`src/rtl/lock_pkg.sv`:
```
// Shared lock encodings and the LED thermometer helper.
// The helper is used by the lock LED indicator and its sub-blocks.
package lock_pkg;

    localparam int MAX_LEDS = 16;
    localparam int CNT5_W   = 5;

    typedef enum logic [1:0] {
        WAITING  = 2'b00,
        EDITING  = 2'b01,
        UNLOCKED = 2'b10,
        ALARMING = 2'b11
    } lock_state_e;

    typedef enum logic {
        ADMIN = 1'b0,
        USER  = 1'b1
    } role_e;

    // Lights the lowest 'count' bits; callers truncate to their LED width.
    function automatic logic [MAX_LEDS-1:0] therm_encode(input logic [CNT5_W-1:0] count);
        logic [MAX_LEDS-1:0] t;
        t = '0;
        for (int i = 0; i < MAX_LEDS; i++) begin
            t[i] = (i < int'(count));
        end
        return t;
    endfunction

endpackage

```
`src/rtl/state_indicate_blink_blink_timer.sv`:
```
// Alarm flash prescaler: half-period counter plus on/off phase toggle.
// The restart cycle is treated as count position 0 of a fresh on-phase.
module blink_timer #(
    parameter  int BLINK_HALF = 25_000_000,
    localparam int BLINK_W    = $clog2(BLINK_HALF)
) (
    input  logic clk,
    input  logic rst_n,
    input  logic run,
    input  logic restart,
    output logic phase
);

    logic [BLINK_W-1:0] r_cnt_p0;
    logic               r_on_p0;

    always_ff @(posedge clk or negedge rst_n) begin
        if (!rst_n) begin
            r_cnt_p0 <= '0;
            r_on_p0  <= 1'b1;
        end else if (!run) begin
            r_cnt_p0 <= '0;
            r_on_p0  <= 1'b1;
        end else if (restart) begin
            r_cnt_p0 <= BLINK_W'(1);
            r_on_p0  <= 1'b1;
        end else if (r_cnt_p0 == BLINK_W'(BLINK_HALF - 1)) begin
            r_cnt_p0 <= '0;
            r_on_p0  <= ~r_on_p0;
        end else begin
            r_cnt_p0 <= r_cnt_p0 + BLINK_W'(1);
        end
    end

    assign phase = restart ? 1'b1 : r_on_p0;

endmodule

```
`src/rtl/state_indicate_blink.sv`:
```
// Registered LED indicator for the lock FSM: one-hot idle, digit bar while editing,
// all-on when unlocked, timed flash when alarming, with a lamp-test override.
module state_indicate_blink
    import lock_pkg::*;
#(
    parameter  int N_LEDS     = 4,
    parameter  int BLINK_HALF = 25_000_000,
    localparam int BLINK_W    = $clog2(BLINK_HALF)
) (
    input  logic              clk,
    input  logic              rst_n,
    input  logic [1:0]        state,
    input  logic              digit_pulse,
    input  logic              lamp_test,
    output logic [N_LEDS-1:0] LEDs
);

    localparam int EC_W = $clog2(N_LEDS);

    if (BLINK_W < 1 || N_LEDS < 2 || N_LEDS > MAX_LEDS) begin : g_param_check
        $error("state_indicate_blink: illegal N_LEDS or BLINK_HALF");
    end

    function automatic logic [EC_W-1:0] sat_inc(input logic [EC_W-1:0] v);
        if (v >= EC_W'(N_LEDS - 1)) begin
            return v;
        end
        return v + EC_W'(1);
    endfunction

    lock_state_e       r_prev_state_p0;
    logic [EC_W-1:0]   r_edit_cnt_p0;
    logic [N_LEDS-1:0] r_leds_p1;

    logic              w_entry;
    logic              w_alarm;
    logic              w_phase;
    logic [EC_W-1:0]   w_edit_nxt;
    logic [N_LEDS-1:0] w_leds_nxt;

    blink_timer #(
        .BLINK_HALF (BLINK_HALF)
    ) u_blink_timer (
        .clk     (clk),
        .rst_n   (rst_n),
        .run     (w_alarm),
        .restart (w_entry),
        .phase   (w_phase)
    );

    // Stage p0: previous state and digit counter
    always_ff @(posedge clk or negedge rst_n) begin
        if (!rst_n) begin
            r_prev_state_p0 <= WAITING;
            r_edit_cnt_p0   <= '0;
        end else begin
            r_prev_state_p0 <= lock_state_e'(state);
            r_edit_cnt_p0   <= w_edit_nxt;
        end
    end

    // A digit on the editing entry cycle is counted on top of the clear.
    always_comb begin
        w_entry    = (state != r_prev_state_p0);
        w_alarm    = (state == ALARMING);
        w_edit_nxt = r_edit_cnt_p0;
        if (state == EDITING) begin
            if (w_entry) begin
                w_edit_nxt = digit_pulse ? EC_W'(1) : '0;
            end else if (digit_pulse) begin
                w_edit_nxt = sat_inc(r_edit_cnt_p0);
            end
        end
    end

    always_comb begin
        w_leds_nxt = '0;
        case (lock_state_e'(state))
            WAITING:  w_leds_nxt = N_LEDS'(1);
            EDITING:  w_leds_nxt = N_LEDS'(therm_encode(CNT5_W'(w_edit_nxt) + CNT5_W'(1)));
            UNLOCKED: w_leds_nxt = '1;
            ALARMING: w_leds_nxt = {N_LEDS{w_phase}};
            default:  w_leds_nxt = '0;
        endcase
        if (lamp_test) begin
            w_leds_nxt = '1;
        end
    end

    // Stage p1: registered LED drive
    always_ff @(posedge clk or negedge rst_n) begin
        if (!rst_n) begin
            r_leds_p1 <= '0;
        end else begin
            r_leds_p1 <= w_leds_nxt;
        end
    end

    assign LEDs = r_leds_p1;

endmodule

```
`config.mk`:
```
export PLATFORM = sky130hd
export DESIGN_NAME = state_indicate_blink
export DESIGN_NICKNAME = d
export VERILOG_FILES = /design/src/rtl/lock_pkg.sv /design/src/rtl/state_indicate_blink_blink_timer.sv /design/src/rtl/state_indicate_blink.sv
export SDC_FILE = /design/constraint.sdc
export NUM_CORES = 1
export LEC_CHECK = 0
export ABC_AREA = 0
export CAP_MARGIN = 20
export CORE_UTILIZATION = 61
export CTS_BUF_LIST = sky130_fd_sc_hd__clkbuf_4 sky130_fd_sc_hd__clkbuf_8
export DETAILED_ROUTE_END_ITERATION = 7
export PLACE_DENSITY = 0.84
export REMOVE_ABC_BUFFERS = 1
export SLEW_MARGIN = 0
export SYNTH_ARGS = -nofsm -noshare
export SYNTH_HDL_FRONTEND = slang
export SYNTH_SLANG_ARGS = --single-unit
```
`constraint.sdc`:
```
create_clock -name clk -period 2.1 [get_ports clk]
set_input_delay 0.42 -clock clk [delete_from_list [all_inputs] [get_ports clk]]
set_output_delay 0.42 -clock clk [all_outputs]
set_load 0.005 [all_outputs]
```
; Word-level counts from Yosys, hierarchy flattened
; Index checks and enable logic that the tools add are counted.
[word_totals]
register_bits = 34
output_inout_bits = 4
latch_bits = 0
ramBits = 0
memories = 0
word_cells = 40
romBits = 0
[op_classes]
mux = 19
bitwise = 1
n_eq_ne = 6
mul = 0
n_div = 0
magnitude_cmp = 5
shift = 0
n_addsub = 3
reduce_logical = 1
[ops]
columns = cell, n
row1 = two-way mux 25 bit, 3
row2 = adder 25 x 1 -> 25 bit (second input constant), 1
row3 = equality test 25 bit (second input constant), 1
row4 = case mux 4 bit (4 select lines), 1
row5 = two-way mux 2 bit, 5
row6 = two-way mux 1 bit, 9
row7 = less-than comparator 1 x 3 -> 1 bit (first input constant), 2
row8 = less-than comparator 2 x 3 -> 1 bit (first input constant), 2
row9 = equality test 2 bit (second input constant), 2
row10 = two-way mux 4 bit, 1
row11 = adder 2 x 1 -> 3 bit (second input constant), 1
row12 = != test 3 bit (second input constant), 1
row13 = adder 2 x 1 -> 2 bit (second input constant), 1
row14 = equality test 2 x 1 -> 1 bit (second input constant), 1
row15 = >= comparator 2 bit (second input constant), 1
row16 = zero test 2 bit, 1
row17 = != test 2 bit, 1
row18 = inverter 1 bit, 1

; Logic depth before layout (Yosys ltp)
[depth]
depth_word = 13
mapped_depth = 6
mapped_depth_nobuf = 5

; Hierarchy
; Synthesis repeated with hierarchy kept, for this count alone.
[unflattened]
cells_unflattened = 176
area_unflattened_um2 = 1745.4
[modules_own_cells]
columns = mod, seq_area_each_um2, cells_per_inst, n_inst, area_each_um2
row1 = blink_timer, 651.9, 142, 1, 1383.8
row2 = state_indicate_blink, 200.2, 34, 1, 361.6

; Worst setup path after synthesis
; Ideal clock, no wire load.
[synth_timing]
path_type = reg-to-reg
from = register u_blink_timer.r_cnt_p0[0]
to = register u_blink_timer.r_cnt_p0[16]
path_slack_ns = 0.485
synth_period_minus_slack_ns = 1.615
t_arrival_ns = 1.537
stages_incl_launch_ff = 7
required_time_ns = 2.023
n_path_buf = 1
path_cell_list = dfrtp_1 ha_1 and2_1 nand4_1 clkbuf_1 or3_1 a21oi_1
[synth_via]
elab_chain_cells = 4
word_cells_on_any_way = 5
classes_between = add/sub (1) / eq/ne (1) / mux (3)
[synth_lines]
columns = item, line_no
row1 = "start, declared", state_indicate_blink_blink_timer.sv:14  ; logic [BLINK_W-1:0] r_cnt_p0;
row2 = "start signal, assigned", state_indicate_blink_blink_timer.sv:31  ; r_cnt_p0 <= r_cnt_p0 + BLINK_W'(1);
row3 = adder 25 x 1 -> 25 bit or equality test 25 bit (tied branches), "state_indicate_blink_blink_timer.sv:31, state_indicate_blink_blink_timer.sv:27"
row4 = two-way mux 25 bit (*), state_indicate_blink_blink_timer.sv:27  ; end else if (r_cnt_p0 == BLINK_W'(BLINK_HALF - 1)) begin
row5 = two-way mux 25 bit (*), state_indicate_blink_blink_timer.sv:24  ; end else if (restart) begin
row6 = two-way mux 25 bit (*), state_indicate_blink_blink_timer.sv:21  ; end else if (!run) begin
; Every way passes the cells marked *; elsewhere a longest branch is shown, timed or not.
; A chain may end at the register's enable or synchronous reset.

; Worst setup path in the final report
[layout_timing]
from = register u_blink_timer.r_cnt_p0[0]
to = register u_blink_timer.r_cnt_p0[24]
; Same word-level chain as after synthesis.

==> results_dict.tcl <==
set metrics [dict create \
    ys.flop_type "dfrtp_1" \
    yosys_warnings 0 \
    avgSynthCellArea_um2 9.631 \
    p_int_w 0.0009238 \
    portBuffers 9 \
    die_h_um 54.11 \
    core_um2 2522 \
    power_frac_seq 0.571 \
    antenna_cells 0 \
    syn2layout_area_growth_pct 12.92 \
    hold_violations 0 \
    regArea_um2 852.1 \
    cts_buffers 5 \
    multiInputGateArea_um2 763.2 \
    dp_slack_ns 0.2242 \
    fillerInstances 177 \
    fin_ws_ns 0.2326 \
    period_share 0.8892 \
    grt_pass1_vias 1235 \
    gp_congestion 0.7656 \
    crit_fanout 15 \
    netSwitchingFraction 0.2175 \
    postCtsSetupRepairBufs 0 \
    grt_pass1_wl_um 5202 \
    yosysUniqueCellTypes 34 \
    worstSkewPairLatency_ns 0.33 \
    max_stage_delay_ns 0.47 \
    antenna_found_initial 0 \
    drive_above_1_share 0.08511 \
    ys_seq_area_frac 0.5144 \
    synth.largest_area_cell "dfrtp_1" \
    p_sw_w 0.0002568 \
    wire_per_inst_um 14.21 \
    grt_max_degree 35 \
    power_density_nw_per_um2 631.1 \
    io_pins 10 \
    synth_edf_count 0 \
    hp-class "in2async" \
    ant_nets 0 \
    power_w 0.001181 \
    required_ns 2.37 \
    num_rows 18 \
    num_vias 1327 \
    drc_errors 0 \
    tightestPinTransition_ns 0.4167 \
    syn_area_um2 1657 \
    clock_sink_count 34 \
    synth_most_common_cell "dfrtp_1" \
    initial_core_util 0.6567 \
    die_width_um 54.11 \
    path_delay_family "simple AND/OR/NAND/NOR gates" \
    ys_ff_latch 34 \
    place_hpwl_um 2205 \
    setup_viol 0 \
    drtIter0Drc 26 \
    fmax_mhz 535.5 \
    gr-total-overflow 0 \
    cap_violations 0 \
    cts_max_level 2 \
    cts-hold-fix-buffers 0 \
    slew_viol_final 0 \
    cts_root_buf "clkbuf_4" \
    nets 194 \
    clock_path_buffers 2 \
    startpoint_type "register" \
    cp_slowest_cell "or4_1" \
    clk_pin_slew_ns 0.10 \
    worst-path-buf-inv 1 \
    gr-usage-all-layers 0.2543 \
    synth_top_area_share 0.4985 \
    wirelength_um 3098 \
    layout_min_cycle_time_ns 1.867 \
    ys_async_sr_fraction 1.000 \
    synth_cells 172 \
    die_area_um2 2928 \
    drtPass1Iterations 4 \
    synthTopCellsByArea "dfrtp_1, xor2_1, a21oi_1, nor2_1, o21ai_0" \
    peakVddDrop_mv 0.5400 \
    crit_type "reg2reg" \
    relSlewSlack 0.7222 \
    fin_hold_ws_ns 0.4743 \
    synth_commonest_cells "dfrtp_1, a21oi_1, nor2_1, nand2_1" \
    leakagePower_nw 0.7309 \
    fin_tns_setup_ns 0 \
    skew_ns 0.01001 \
    cp.arrival_ns 2.14 \
    cts_tree "yes" \
    post-route-util 0.7416 \
    endpoint_kind "register" \
    path_cells "ha_1 > and2_1 > nand4_1 > buf_4 > or4_1 > a21oi_1" \
    p_comb_frac 0.056 \
    rsz0062_at_grt "no" \
    cts.repair.resized 0 \
    p_clk_frac 0.372 \
    via_per_inst 6.087 \
    status "finished, final reports clean" \
]
[through the flow]
| step | area (µm²) | instances |
|---|---|---|
| CTS | 1871 | 218 |
| finish | 1871 | 218 |
| floorplan | 1627 | 166 |
| global route | 1871 | 218 |
| global placement | 1792 | 210 |
| detailed placement | 1792 | 210 |
[routing by layer]
layer  up-vias  part of all wire  GRT usage
met3         5             0.040    0.07627
met4         0             0.015    0.09829
met5         -                 0          0
li1        657                 -          -
met1       634              0.46     0.2948
met2        31              0.48     0.4383
[logic make-up after synthesis]
logic type / count (synthesis) / synth area share
AO/OA/AOI/OAI: 39 / 0.1337
XOR/XNOR: 12 / 0.06344
adder cells (fa/ha/maj): 1 / 0.007552
buffers and inverters: 9 / 0.02492
flip-flops: 34 / 0.5144
AND/OR/NAND/NOR: 77 / 0.2561
[cell usage in the layout, fill, tap and decap left out, drive strengths merged, types with 2 or more instances in the layout]
cell type	Yosys	layout
a21oi	17	17
and2	2	2
and3	5	5
buf	4	5
clkbuf	2	8
clkdlybuf4s50	0	9
dfrtp	33	33
inv	3	3
nand2	13	13
nand3	9	9
nand4	7	7
nor2	16	16
nor3	2	2
o21ai	12	12
o21bai	2	2
o31ai	7	7
or3	7	7
or4	7	7
xor2	11	11
[final timing paths]
path / end / from / depth (start not counted) / slack, ns
setup / recovery: u_blink_timer.r_cnt_p0[24]$_DFF_PN0_ / u_blink_timer.r_cnt_p0[0]$_DFF_PN0_ / 6 / 0.23
hold / removal: u_blink_timer.r_cnt_p0[14]$_DFF_PN0_ / rst_n / 2 / 0.47
setup reg to reg: u_blink_timer.r_cnt_p0[24]$_DFF_PN0_ / u_blink_timer.r_cnt_p0[0]$_DFF_PN0_ / 6 / 0.23
hold reg to reg: u_blink_timer.r_cnt_p0[4]$_DFF_PN0_ / u_blink_timer.r_cnt_p0[4]$_DFF_PN0_ / 2 / 0.55
max in group asynchronous: u_blink_timer.r_on_p0$_DFFE_PN1P_ / rst_n / 2 / 1.29
min in group clk: u_blink_timer.r_cnt_p0[4]$_DFF_PN0_ / u_blink_timer.r_cnt_p0[4]$_DFF_PN0_ / 2 / 0.55
[state kept, by name, indices dropped and copies added (netlist names)]
register and count:
u_blink_timer.r_on_p0 1, r_edit_cnt_p0 2, u_blink_timer.r_cnt_p0 25, r_prev_state_p0 2, LEDs 4
[cell type report]
type / count / share of cell area
Clock buffer: 8 / 0.04214
Tap cell: 30 / 0.02007
Multi-Input combinational cell: 129 / 0.4080
Timing Repair Buffer: 14 / 0.06823
Sequential cell: 34 / 0.4555
Inverter: 3 / 0.006020
[power groups by stage]
stage / clock (W) / sequential (W) / combinational [W]
2_1_floorplan: 0 / 0.000686 / 0.0000275
3_5_place_dp: 0 / 0.000687 / 0.0000677
6_report: 0.000440 / 0.000675 / 0.0000664
4_1_cts: 0.000448 / 0.000675 / 0.0000679
5_1_grt: 0.000467 / 0.000677 / 0.0000775
3_3_place_gp: 0 / 0.000687 / 0.0000654
[worst reg2reg max path, delay by kind of cell, from the launching register on]
family	cells	cell delay, ns
AO/OA/AOI/OAI	1	0.15
adder cells (fa/ha/maj)	1	0.24
AND/OR/NAND/NOR	3	0.79
buffers and inverters	1	0.20
flip-flops	1	0.43
Note: power is estimated with default switching activity, not from simulation.
==> patch, RTL diff (same flow settings) <==
Change the parameter `N_LEDS` from 4 to 8.
--- a/src/rtl/state_indicate_blink.sv
+++ b/src/rtl/state_indicate_blink.sv
@@ -3,7 +3,7 @@
 module state_indicate_blink
     import lock_pkg::*;
 #(
-    parameter  int N_LEDS     = 4,
+    parameter  int N_LEDS     = 8,
     parameter  int BLINK_HALF = 25_000_000,
     localparam int BLINK_W    = $clog2(BLINK_HALF)
 ) (
Ports: changed (resized LEDs); port bits go from 10 to 14. No check against the original RTL was run, so the function may have changed too.
==> patch against the original RTL <==
- the flow now finishes with violations (setup timing)
- critical path depth grew 3
- area after synthesis increased by 25%
- largest cell class is now multi-input gates
- first-iteration DRC count rose to 2.6 times the old value
- routed wire length up 61%
- hold slack got worse by 0.47 ns
- sequential cell count increased by 5
- worst setup slack worse by 0.37 ns
- final area is 36% higher
Power is not compared: it rests on default switching activity, and its combinational part moved more than twofold at a synthesized area within 25%.
==> patch: results (changes against the original RTL) <==
<table>
<tr><th>Metric</th><th>Value</th></tr>
<tr><th colspan="2">Run status</th></tr>
<tr><td>Status</td><td>finished with violations</td></tr>
<tr><td>Violations in the final reports</td><td>setup timing</td></tr>
<tr><th colspan="2">STA</th></tr>
<tr><td>Final TNS setup</td><td>-0.398 ns (-0.398 ns)</td></tr>
<tr><td>Clock Skews</td><td>0.0169 ns (+0.00691 ns)</td></tr>
<tr><td># setup viols final</td><td>5 (+5)</td></tr>
<tr><td>Final critical-path setup slack</td><td>-0.142 ns (-0.374 ns)</td></tr>
<tr><th colspan="2">Critical path</th></tr>
<tr><td>Terminus of the critical flop-to-flop path</td><td>LEDs[5]</td></tr>
<tr><td>Crit path max fanout</td><td>5 (-10)</td></tr>
<tr><td>Cell type group with the largest total delay on the critical path</td><td>compound AO/OA/AOI/OAI gates</td></tr>
<tr><td>CP startpoint</td><td>state[0]</td></tr>
<tr><td>Data arrival time at the worst-slack endpoint</td><td>2.51 ns (+0.37 ns)</td></tr>
<tr><th colspan="2">Logic synthesis</th></tr>
<tr><td>Syn Area/Cell</td><td>10.3 um2 (+7.2%)</td></tr>
<tr><td>List of most frequent post-synthesis cells</td><td>dfrtp_1, nor2_1, xnor2_1</td></tr>
<tr><td>Seq cells post-synth</td><td>39 (+15%)</td></tr>
<tr><th colspan="2">Finish</th></tr>
<tr><td>Fraction of area in registers</td><td>0.384 (-0.0714)</td></tr>
<tr><td>Number of standard cells in the layout, taps in and fillers out</td><td>280 (+28%)</td></tr>
<tr><td>Non-clk buf share</td><td>0.121 (+0.0526)</td></tr>
<tr><td>Multi-input combinational cell count</td><td>145 (+12%)</td></tr>
<tr><td>Layout cells sized above 1</td><td>0.229 (+0.144)</td></tr>
<tr><td>Proportion of cell area occupied by multi-input gates</td><td>0.417 (+0.00946)</td></tr>
<tr><th colspan="2">Global routing</th></tr>
<tr><td>GR met3 Demand/Resource</td><td>0.0758 (-0.000514)</td></tr>
<tr><td>GR Util All Layers</td><td>0.292 (+0.0379)</td></tr>
<tr><td>Global-route track usage on met2</td><td>0.505 (+0.0672)</td></tr>
<tr><th colspan="2">Placed design</th></tr>
<tr><td>DP Worst Slack</td><td>-0.341 ns (-0.565 ns)</td></tr>
<tr><td>Final Wtd Congestion</td><td>0.832 (+8.6%)</td></tr>
<tr><td>Buffers on Ports</td><td>13 (+4)</td></tr>
<tr><th colspan="2">Route</th></tr>
<tr><td>Post-DR vias/cell</td><td>5.88 (-3.4%)</td></tr>
<tr><td>Detailed-route wire length per cell</td><td>17.9 um (+26%)</td></tr>
</table>
## patch: cell count changes after synthesis, sizes merged, moves of 4 or more
cell   change
or3        -6
o21ai      -6
dfrtp      +5
a21oi     -15
xnor2     +18
inv        +7
and3       -4
o31ai      -7
or4        -7
nor3       +5
nor2      +16
## patch: timing repair
action,4_1_cts,5_1_grt
endpoints found under the setup margin,5,7
resized for setup,9,9
pin swaps,6,3
buffers inserted,1,2
## patch: logic make-up (layout without fill, tap and decap cells)
logic type | Yosys count | in the layout | share of synthesized area
buffers and inverters | 16 | 52 | 0.0527
adder cells (fa/ha/maj) | 4 | 4 | 0.0242
XOR/XNOR | 27 | 27 | 0.118
AND/OR/NAND/NOR | 95 | 95 | 0.266
AO/OA/AOI/OAI | 19 | 19 | 0.0660
flip-flops | 39 | 39 | 0.473
